<file path="config.mk">
export PLATFORM = sky130hd
export DESIGN_NAME = clk_meas
export DESIGN_NICKNAME = d
export VERILOG_FILES = /design/src/rtl/clk_meas.sv
export SDC_FILE = /design/constraint.sdc
export NUM_CORES = 1
export LEC_CHECK = 0
export CORE_ASPECT_RATIO = 0.7
export CORE_UTILIZATION = 40
export CTS_BUF_LIST = sky130_fd_sc_hd__clkbuf_8
export CTS_CLUSTER_DIAMETER = 150
export DETAILED_ROUTE_END_ITERATION = 16
export PLACE_DENSITY = 0.58
export SLEW_MARGIN = 20
export SYNTH_ARGS = -nofsm -noshare
export SYNTH_HDL_FRONTEND = slang
export SYNTH_SLANG_ARGS = --single-unit
</file>
<file path="constraint.sdc">
create_clock -name clk_in -period 5.74 [get_ports clk_in]
set_clock_uncertainty 0.15 [all_clocks]
set_input_delay 0.861 -clock clk_in [delete_from_list [all_inputs] [get_ports clk_in]]
set_output_delay 0.861 -clock clk_in [all_outputs]
set_load 0.005 [all_outputs]
</file>
<file path="src/rtl/clk_meas.sv">
`default_nettype none
// ============================================================================
// Module   : clk_meas
// Brief    : Measures period and high time of a slow asynchronous signal in
//            clk_in cycles, one result per complete period with valid strobe.
//            Optional idle timeout enabled by defining MEAS_TIMEOUT_EN.
// Revision : 1.0 - initial release
// ============================================================================
module clk_meas #(
    parameter int CNT_W   = 16,
    parameter int TIMEOUT = 1000
) (
    input  logic             clk_in,
    input  logic             rst,
    input  logic             en,
    input  logic             sig_in,
    output logic [CNT_W-1:0] period_out,
    output logic [CNT_W-1:0] high_out,
    output logic             valid,
    output logic             ovf,
    output logic             timeout
);

    localparam logic [1:0]       c_ST_IDLE = 2'd0;
    localparam logic [1:0]       c_ST_ARM  = 2'd1;
    localparam logic [1:0]       c_ST_MEAS = 2'd2;
    localparam logic [CNT_W-1:0] c_SAT     = {CNT_W{1'b1}};
    localparam logic [CNT_W-1:0] c_ONE     = {{(CNT_W-1){1'b0}}, 1'b1};

    logic             r_sync1;
    logic             r_s;
    logic             r_s_d;
    logic             w_rise;
    logic [1:0]       r_state;
    logic [1:0]       w_state_next;
    logic [CNT_W-1:0] r_p_cnt;
    logic [CNT_W-1:0] r_h_cnt;
    logic             r_timeout;
    logic             w_to_hit;

    always_ff @(posedge clk_in) begin
        if (rst) begin
            r_sync1 <= 1'b0;
            r_s     <= 1'b0;
            r_s_d   <= 1'b0;
        end else begin
            r_sync1 <= sig_in;
            r_s     <= r_sync1;
            r_s_d   <= r_s;
        end
    end

    assign w_rise = r_s & ~r_s_d;

`ifdef MEAS_TIMEOUT_EN
    localparam int                c_IDLE_W   = (TIMEOUT > 1) ? $clog2(TIMEOUT) : 1;
    localparam logic [c_IDLE_W-1:0] c_IDLE_MAX = c_IDLE_W'(TIMEOUT - 1);

    logic [c_IDLE_W-1:0] r_idle;

    // Counts cycles since entering ARM or since the last rising edge.
    always_ff @(posedge clk_in) begin
        if (rst || !en || (r_state == c_ST_IDLE) || w_rise || w_to_hit) begin
            r_idle <= '0;
        end else begin
            r_idle <= r_idle + c_IDLE_W'(1);
        end
    end

    assign w_to_hit = en && (r_state != c_ST_IDLE) && !w_rise && (r_idle == c_IDLE_MAX);
`else
    assign w_to_hit = 1'b0;
`endif

    always_ff @(posedge clk_in) begin
        if (rst) begin
            r_state <= c_ST_IDLE;
        end else begin
            r_state <= w_state_next;
        end
    end

    always_comb begin
        w_state_next = r_state;
        if (!en) begin
            w_state_next = c_ST_IDLE;
        end else begin
            case (r_state)
                c_ST_IDLE: w_state_next = c_ST_ARM;
                c_ST_ARM:  if (w_rise) w_state_next = c_ST_MEAS;
                c_ST_MEAS: if (w_to_hit) w_state_next = c_ST_ARM;
                default:   w_state_next = c_ST_IDLE;
            endcase
        end
    end

    always_ff @(posedge clk_in) begin
        if (rst) begin
            r_p_cnt    <= '0;
            r_h_cnt    <= '0;
            period_out <= '0;
            high_out   <= '0;
            valid      <= 1'b0;
            ovf        <= 1'b0;
            r_timeout  <= 1'b0;
        end else begin
            valid <= 1'b0;
            if (!en) begin
                r_p_cnt   <= '0;
                r_h_cnt   <= '0;
                ovf       <= 1'b0;
                r_timeout <= 1'b0;
            end else if (r_state != c_ST_IDLE) begin
                if (w_rise) begin
                    // A rise in MEAS closes the running period; in ARM it only opens one.
                    if (r_state == c_ST_MEAS) begin
                        if (r_p_cnt != c_SAT) begin
                            period_out <= r_p_cnt + c_ONE;
                            high_out   <= r_h_cnt;
                            valid      <= 1'b1;
                        end else begin
                            ovf <= 1'b1;
                        end
                    end
                    r_p_cnt <= '0;
                    r_h_cnt <= c_ONE;
                end else if (w_to_hit) begin
                    r_timeout  <= 1'b1;
                    period_out <= '0;
                    high_out   <= '0;
                    r_p_cnt    <= '0;
                    r_h_cnt    <= '0;
                end else if (r_state == c_ST_MEAS) begin
                    if (r_p_cnt != c_SAT) r_p_cnt <= r_p_cnt + c_ONE;
                    if (r_s && (r_h_cnt != c_SAT)) r_h_cnt <= r_h_cnt + c_ONE;
                end
            end
        end
    end

    assign timeout = r_timeout;

endmodule
`default_nettype wire

</file>
==> qor.csv, run 1 <==
metric,value,unit
Post-CTS Setup Bufs,0,
Post-CTS Hold Fix Bufs,0,
setup ws final,3080,ps
H-tree Lvls,3,
most frequent cell after synthesis,dfxtp_1,
unrepaired setup endpoints after global routing,false,
Synth top area share,44.3,%
Post-Synthesis Cells,386,
Syn Area/Cell,8.31,sq um
CTS tree,done,
Worst path most repeated cell,nand2_1,
Synth Net Count,392,
Synth cell types,47,
Critical path buffers and inverters,2,
most common library cells after synthesis,"71 x dfxtp_1, 54 x nand2_1, 40 x nor2_1",
WP data arrival,2820,ps
clock sinks,71,
WS Path Type,in2reg,
post-synthesis simple-gate area fraction,29.4,%
pre-CTS setup slack,2720,ps
VDD IR max,115,uV
Synth-to-Final Area Change,20.5,%
first-pass GRT wire length,12.9,mm
slowest CP cell,or4_1,
initial antenna violation count,0,
Tot GR Track Use,20.1,%
# rows,26,
CP Data Required Time,5890,ps
Synth area leader,dfxtp_1,
DPL Wire Length,5.40,mm
synth top area cells,"dfxtp_1 44%, nand2_1 6.3%, a21oi_1 5.8%",
final period demand of the worst path,2660,ps
mux cell area share after synthesis,0.663,%
Static Leak,0.00122,uW
post-synthesis sequential area ratio,44.3,%
# port buffers,37,
drt total wl,7.75,mm
vias per cell,5.47,
largest family of logic cells by synthesized area,simple AND/OR/NAND/NOR gates,
Die Ht,76.9,um
CP Cell Sequence,clkdlybuf4s50_1 -> buf_4 -> nor2b_1 -> nand2_1 -> or4_1 -> nand2_1,
area of the multi-input gates,1660,sq um
Tcrit/Tclk final,46.4,%
run status,finished clean,
crit path launch,rst,
worst slew margin relative to its limit,40.8,%
max-cap violations,0,
DR pass1 iterations,4,
Nets,420,
drt wl/cell,15.0,um
Max Fclk,375,MHz
worst r2r src,r_p_cnt[0],
"Top FF cell, synth",dfxtp_1,
Longest Clk Path Bufs,2,
clock latency on the worst-skew pair,350,ps
diodes inserted,0,
share of cells above drive strength 1,6.44,%
PostCTS Resize Cnt,0,
Final ANT Viol Nets,0,
Setup TNS,0,ps
Power Density,272,nW/um^2
Mapped Area,3210,sq um
Seq cells post-synth,71,
Final setup viols,0,
critical path peak fanout,38,
global route overflow,0,
largest net degree at the start of global routing,39,
synthesized-area fraction occupied by adder cells,0.780,%
Hold Crit Start,high_out[5],
Reg area,1420,sq um
endpoints failing hold,0,
HP Class,reg2reg,
GP Congestion,0.805,
post-synthesis xor/xnor area fraction,5.19,%
Die Area,8390,sq um
ys async rst share,0,%
"Slew Viols, Final",0,
filler instances,749,
Startpoint Class,input port,
CP Capture Type,flip-flop,
top-level port count,39,
clock-pin transition on the worst setup and hold timing paths,80,ps
number of synthesis warnings,0,
"CP delay by family, top",simple AND/OR/NAND/NOR gates,
Core Footprint,7510,sq um
routed via count,2830,
Num CTS Buffers,9,
Post-synth EDFFs,0,
# DRC,0,
CTS root buf,clkbuf_8,
number of global-route vias before repair,2384,
CP peak stage delay,580,ps
measured slew at the worst slew-check pin,881,ps
drt first-iter violations,209,
fraction of the mapped netlist area in compound gates,15.5,%
starting density of the core,42.7,%
Die Span X,109,um
==> stage by stage <==
step           cells  hold WS, ps  utilization (%)  cell area [sq um]  power [uW]
2_1_floorplan    386          264                -               3210         520
3_3_place_gp     501          270             47.9               3600         526
3_5_place_dp     501          295             47.9               3600         527
4_1_cts          517          308             51.4               3870        1060
5_1_grt          517          326             51.4               3870        1090
6_report         517          306             51.4               3870        1050
==> flip-flops by register name, indices dropped and copies added (netlist names) <==
signal,count
high_out,16
period_out,16
r_h_cnt,16
r_p_cnt,16
r_state,2
ovf,1
r_s,1
r_s_d,1
r_sync1,1
valid,1
==> worst min-delay path, stage by stage, from the launching register on <==
cell and delay [ps]:
dfxtp_1 310, nand2_1 50, a21oi_1 50
==> worst paths after layout <==
check,endpoint,slack [ps],cells past startpoint
max,r_h_cnt[12],3080,6
min,high_out[5],310,2
max reg2reg,period_out[7],3090,7
min reg2reg,high_out[5],310,2
==> power by group <==
group	internal (uW)	leakage [uW]	total, uW	switching, uW
combinational	5.28	0.000508	19.8	14.5
clock	344	0.000138	537	194
sequential	494	0.000572	495	1.81
==> layout by cell type (no fill, tap or decap), types with 10 or more instances in the layout <==
cell,netlist,routed
a211oi_1,14,14
a21oi_1,37,37
clkbuf_8,0,10
clkdlybuf4s50_1,0,37
dfxtp_1,71,71
nand2_1,54,54
nand3_1,15,15
nand4_1,11,11
nor2_1,40,40
nor2b_1,13,13
nor3_1,13,13
o21ai_0,16,16
xor2_1,12,12
==> area by class of cell <==
class / instances / share of cell area, %
Multi-Input combinational cell: 290 / 42.8
Sequential cell: 71 / 36.8
Timing Repair Buffer: 39 / 9.97
Clock buffer: 10 / 3.56
Clock inverter: 6 / 3.43
Tap cell: 98 / 3.17
Inverter: 3 / 0.291
==> cells by family (layout without fill, tap and decap cells) <==
group / after synthesis / count (layout)
compound gates: 82 / 82
simple gates: 184 / 184
other cells: 1 / 1
fa+ha+maj: 2 / 2
buf+inv: 25 / 58
mux: 2 / 2
flops: 71 / 71
xor+xnor: 19 / 19
==> per-layer routing <==
layer,up-vias,GRT usage (%),share of wire [%]
met1,1303,33.1,55
li1,1425,-,-
met2,89,23.3,36
met3,13,5.70,8.0
met5,-,0,0
met4,0,7.30,1.5
Power figures use the tool's default switching activity.
==> run 2, diff against run 1 <==
==> constraint.sdc (replaced) <==
create_clock -name clk_in -period 2.74 [get_ports clk_in]
set_clock_uncertainty 0.15 [all_clocks]
set_input_delay 0.411 -clock clk_in [delete_from_list [all_inputs] [get_ports clk_in]]
set_output_delay 0.411 -clock clk_in [all_outputs]
set_load 0.005 [all_outputs]
==> qor.csv, run 2 (synthesis results as in run 1) <==
metric,value,unit,change
Final setup viols,0,,unchanged
hold path endpoint,r_s,,
unrepaired setup endpoints after global routing,false,,
share of cells above drive strength 1,8.20,%,+1.8 points
vias per cell,5.43,,-0.83%
clock sinks,71,,unchanged
Die Area,8390,sq um,unchanged
Finished Layout Cells,525,,+1.5%
first-pass GRT wire length,12.7,mm,-1.8%
Static Leak,0.00123,uW,+0.78%
top-level port count,39,,unchanged
# rows,26,,unchanged
WP data arrival,2390,ps,-430 ps
DPL Wire Length,5.49,mm,+1.7%
Final ANT Viol Nets,0,,unchanged
GP Congestion,0.849,,+5.4%
Nets,429,,+2.1%
clock latency on the worst-skew pair,350,ps,about the same
CP Capture Type,flip-flop,,
max-cap violations,0,,unchanged
Longest Clk Path Bufs,2,,unchanged
global route overflow,0,,unchanged
critical path peak fanout,9,,-76%
routed via count,2850,,+0.71%
measured slew at the worst slew-check pin,740,ps,-141 ps
drt total wl,7.71,mm,-0.49%
filler instances,756,,+0.93%
placed insts,510,,+1.8%
largest net degree at the start of global routing,38,,-2.6%
Worst Hold Depth,1,,-1
run status,finished clean,,
Die Span X,109,um,unchanged
Worst R2R End,r_p_cnt[9],,
VDD IR max,214,uV,+86%
PostCTS Resize Cnt,0,,unchanged
Hold Crit Start,r_sync1,,
Max Fclk,441,MHz,
Post-CTS Setup Bufs,0,,unchanged
Startpoint Class,flip-flop,,
clock-pin transition on the worst setup and hold timing paths,80,ps,about the same
DR pass1 iterations,5,,+1
final period demand of the worst path,2270,ps,
HP Class,reg2reg,,
drt first-iter violations,261,,+25%
CTS tree,done,,
CTS root buf,clkbuf_8,,
worst slew margin relative to its limit,50.2,%,+9.3 points
"Slew Viols, Final",0,,unchanged
# DRC,0,,unchanged
drt wl/cell,14.7,um,-2.0%
r2r setup slk,470,ps,-2620 ps
Synth-to-Final Area Change,20.8,%,
starting density of the core,42.7,%,unchanged
endpoints failing hold,0,,unchanged
number of global-route vias before repair,2440,,+2.3%
most frequent cells in the layout,"71 x dfxtp_1, 54 x nand2_1, 40 x nor2_1",,
H-tree Lvls,3,,unchanged
Tot GR Track Use,19.7,%,-0.45 points
CP Data Required Time,2870,ps,-3020 ps
crit path launch,r_p_cnt[1],,
Tcrit/Tclk final,82.7,%,
initial antenna violation count,0,,unchanged
worst r2r src,r_p_cnt[1],,
diodes inserted,0,,unchanged
Num CTS Buffers,9,,unchanged
Setup TNS,0,ps,unchanged
Post-CTS Hold Fix Bufs,0,,unchanged
Die Ht,76.9,um,unchanged
"commonest non-fill, non-tap cell in the layout",dfxtp_1,,
worst reg2reg path depth,7,,unchanged
Core Footprint,7510,sq um,unchanged
Power Density,512,nW/um^2,+88%
WS Path Type,reg2reg,,
# port buffers,37,,unchanged
==> run 2: changes by cell type in the layout (fill, tap and decap cells not counted), sizes merged <==
cell,before,now
bufinv,4,2
clkbuf,10,9
clkinvlp,0,2
buf,2,11
==> run 2: worst max path at each step <==
stage / to / slack, ps / cells after the start
4_1_cts: r_h_cnt[2] / 490 / 6
3_5_place_dp: r_p_cnt[9] / 530 / 7
3_3_place_gp: period_out[10] / 540 / 4
2_1_floorplan: period_out[7] / 710 / 6
5_1_grt: r_p_cnt[9] / 250 / 7
6_report: r_p_cnt[9] / 470 / 7
==> run 2: layout make-up <==
| class | count | area, sq um | share of cell area [%] |
|---|---|---|---|
| Multi-Input combinational cell | 290 | 1660 | 42.7 |
| Sequential cell | 71 | 1420 | 36.7 |
| Timing Repair Buffer | 48 | 453 | 11.7 |
| Tap cell | 98 | 123 | 3.16 |
| Inverter | 3 | 11.3 | 0.291 |
| Clock buffer | 9 | 124 | 3.20 |
| Clock inverter | 6 | 87.6 | 2.26 |
==> run 2: power by group <==
| group | leakage, uW | total, uW | switching, uW | internal [uW] |
|---|---|---|---|---|
| clock network | 0.000103 | 900 | 395 | 505 |
| logic | 0.000553 | 45.0 | 30.3 | 14.7 |
| registers | 0.000572 | 1040 | 3.79 | 1030 |
==> run 2: critical path, stage by stage, from the launching register on <==
cell and delay, ps:
dfxtp_1 430, ha_1 260, nand4_1 220, nor4_4 330, buf_4 210, o21a_1 290, o21ai_0 140, a21oi_1 170
==> run 2: per-stage QoR <==
stage / setup WS, ps / hold slack, ps / power [uW] / cell area, sq um / utilization [%]
after floorplan: 711 / 264 / 1090 / 3210 / -
after global placement: 540 / 267 / 1110 / 3660 / 48.8
after detailed placement: 529 / 277 / 1110 / 3660 / 48.8
after CTS: 487 / 297 / 2000 / 3870 / 51.6
after global routing: 253 / 321 / 2050 / 3870 / 51.6
final: 473 / 294 / 1980 / 3870 / 51.6
==> run 2: per-layer routing <==
layer  GRT usage (%)  share of wire (%)
met2            23.6                 36
met1            32.2                 56
met3            6.63                7.0
met4            4.05               0.87
met5               0                  0
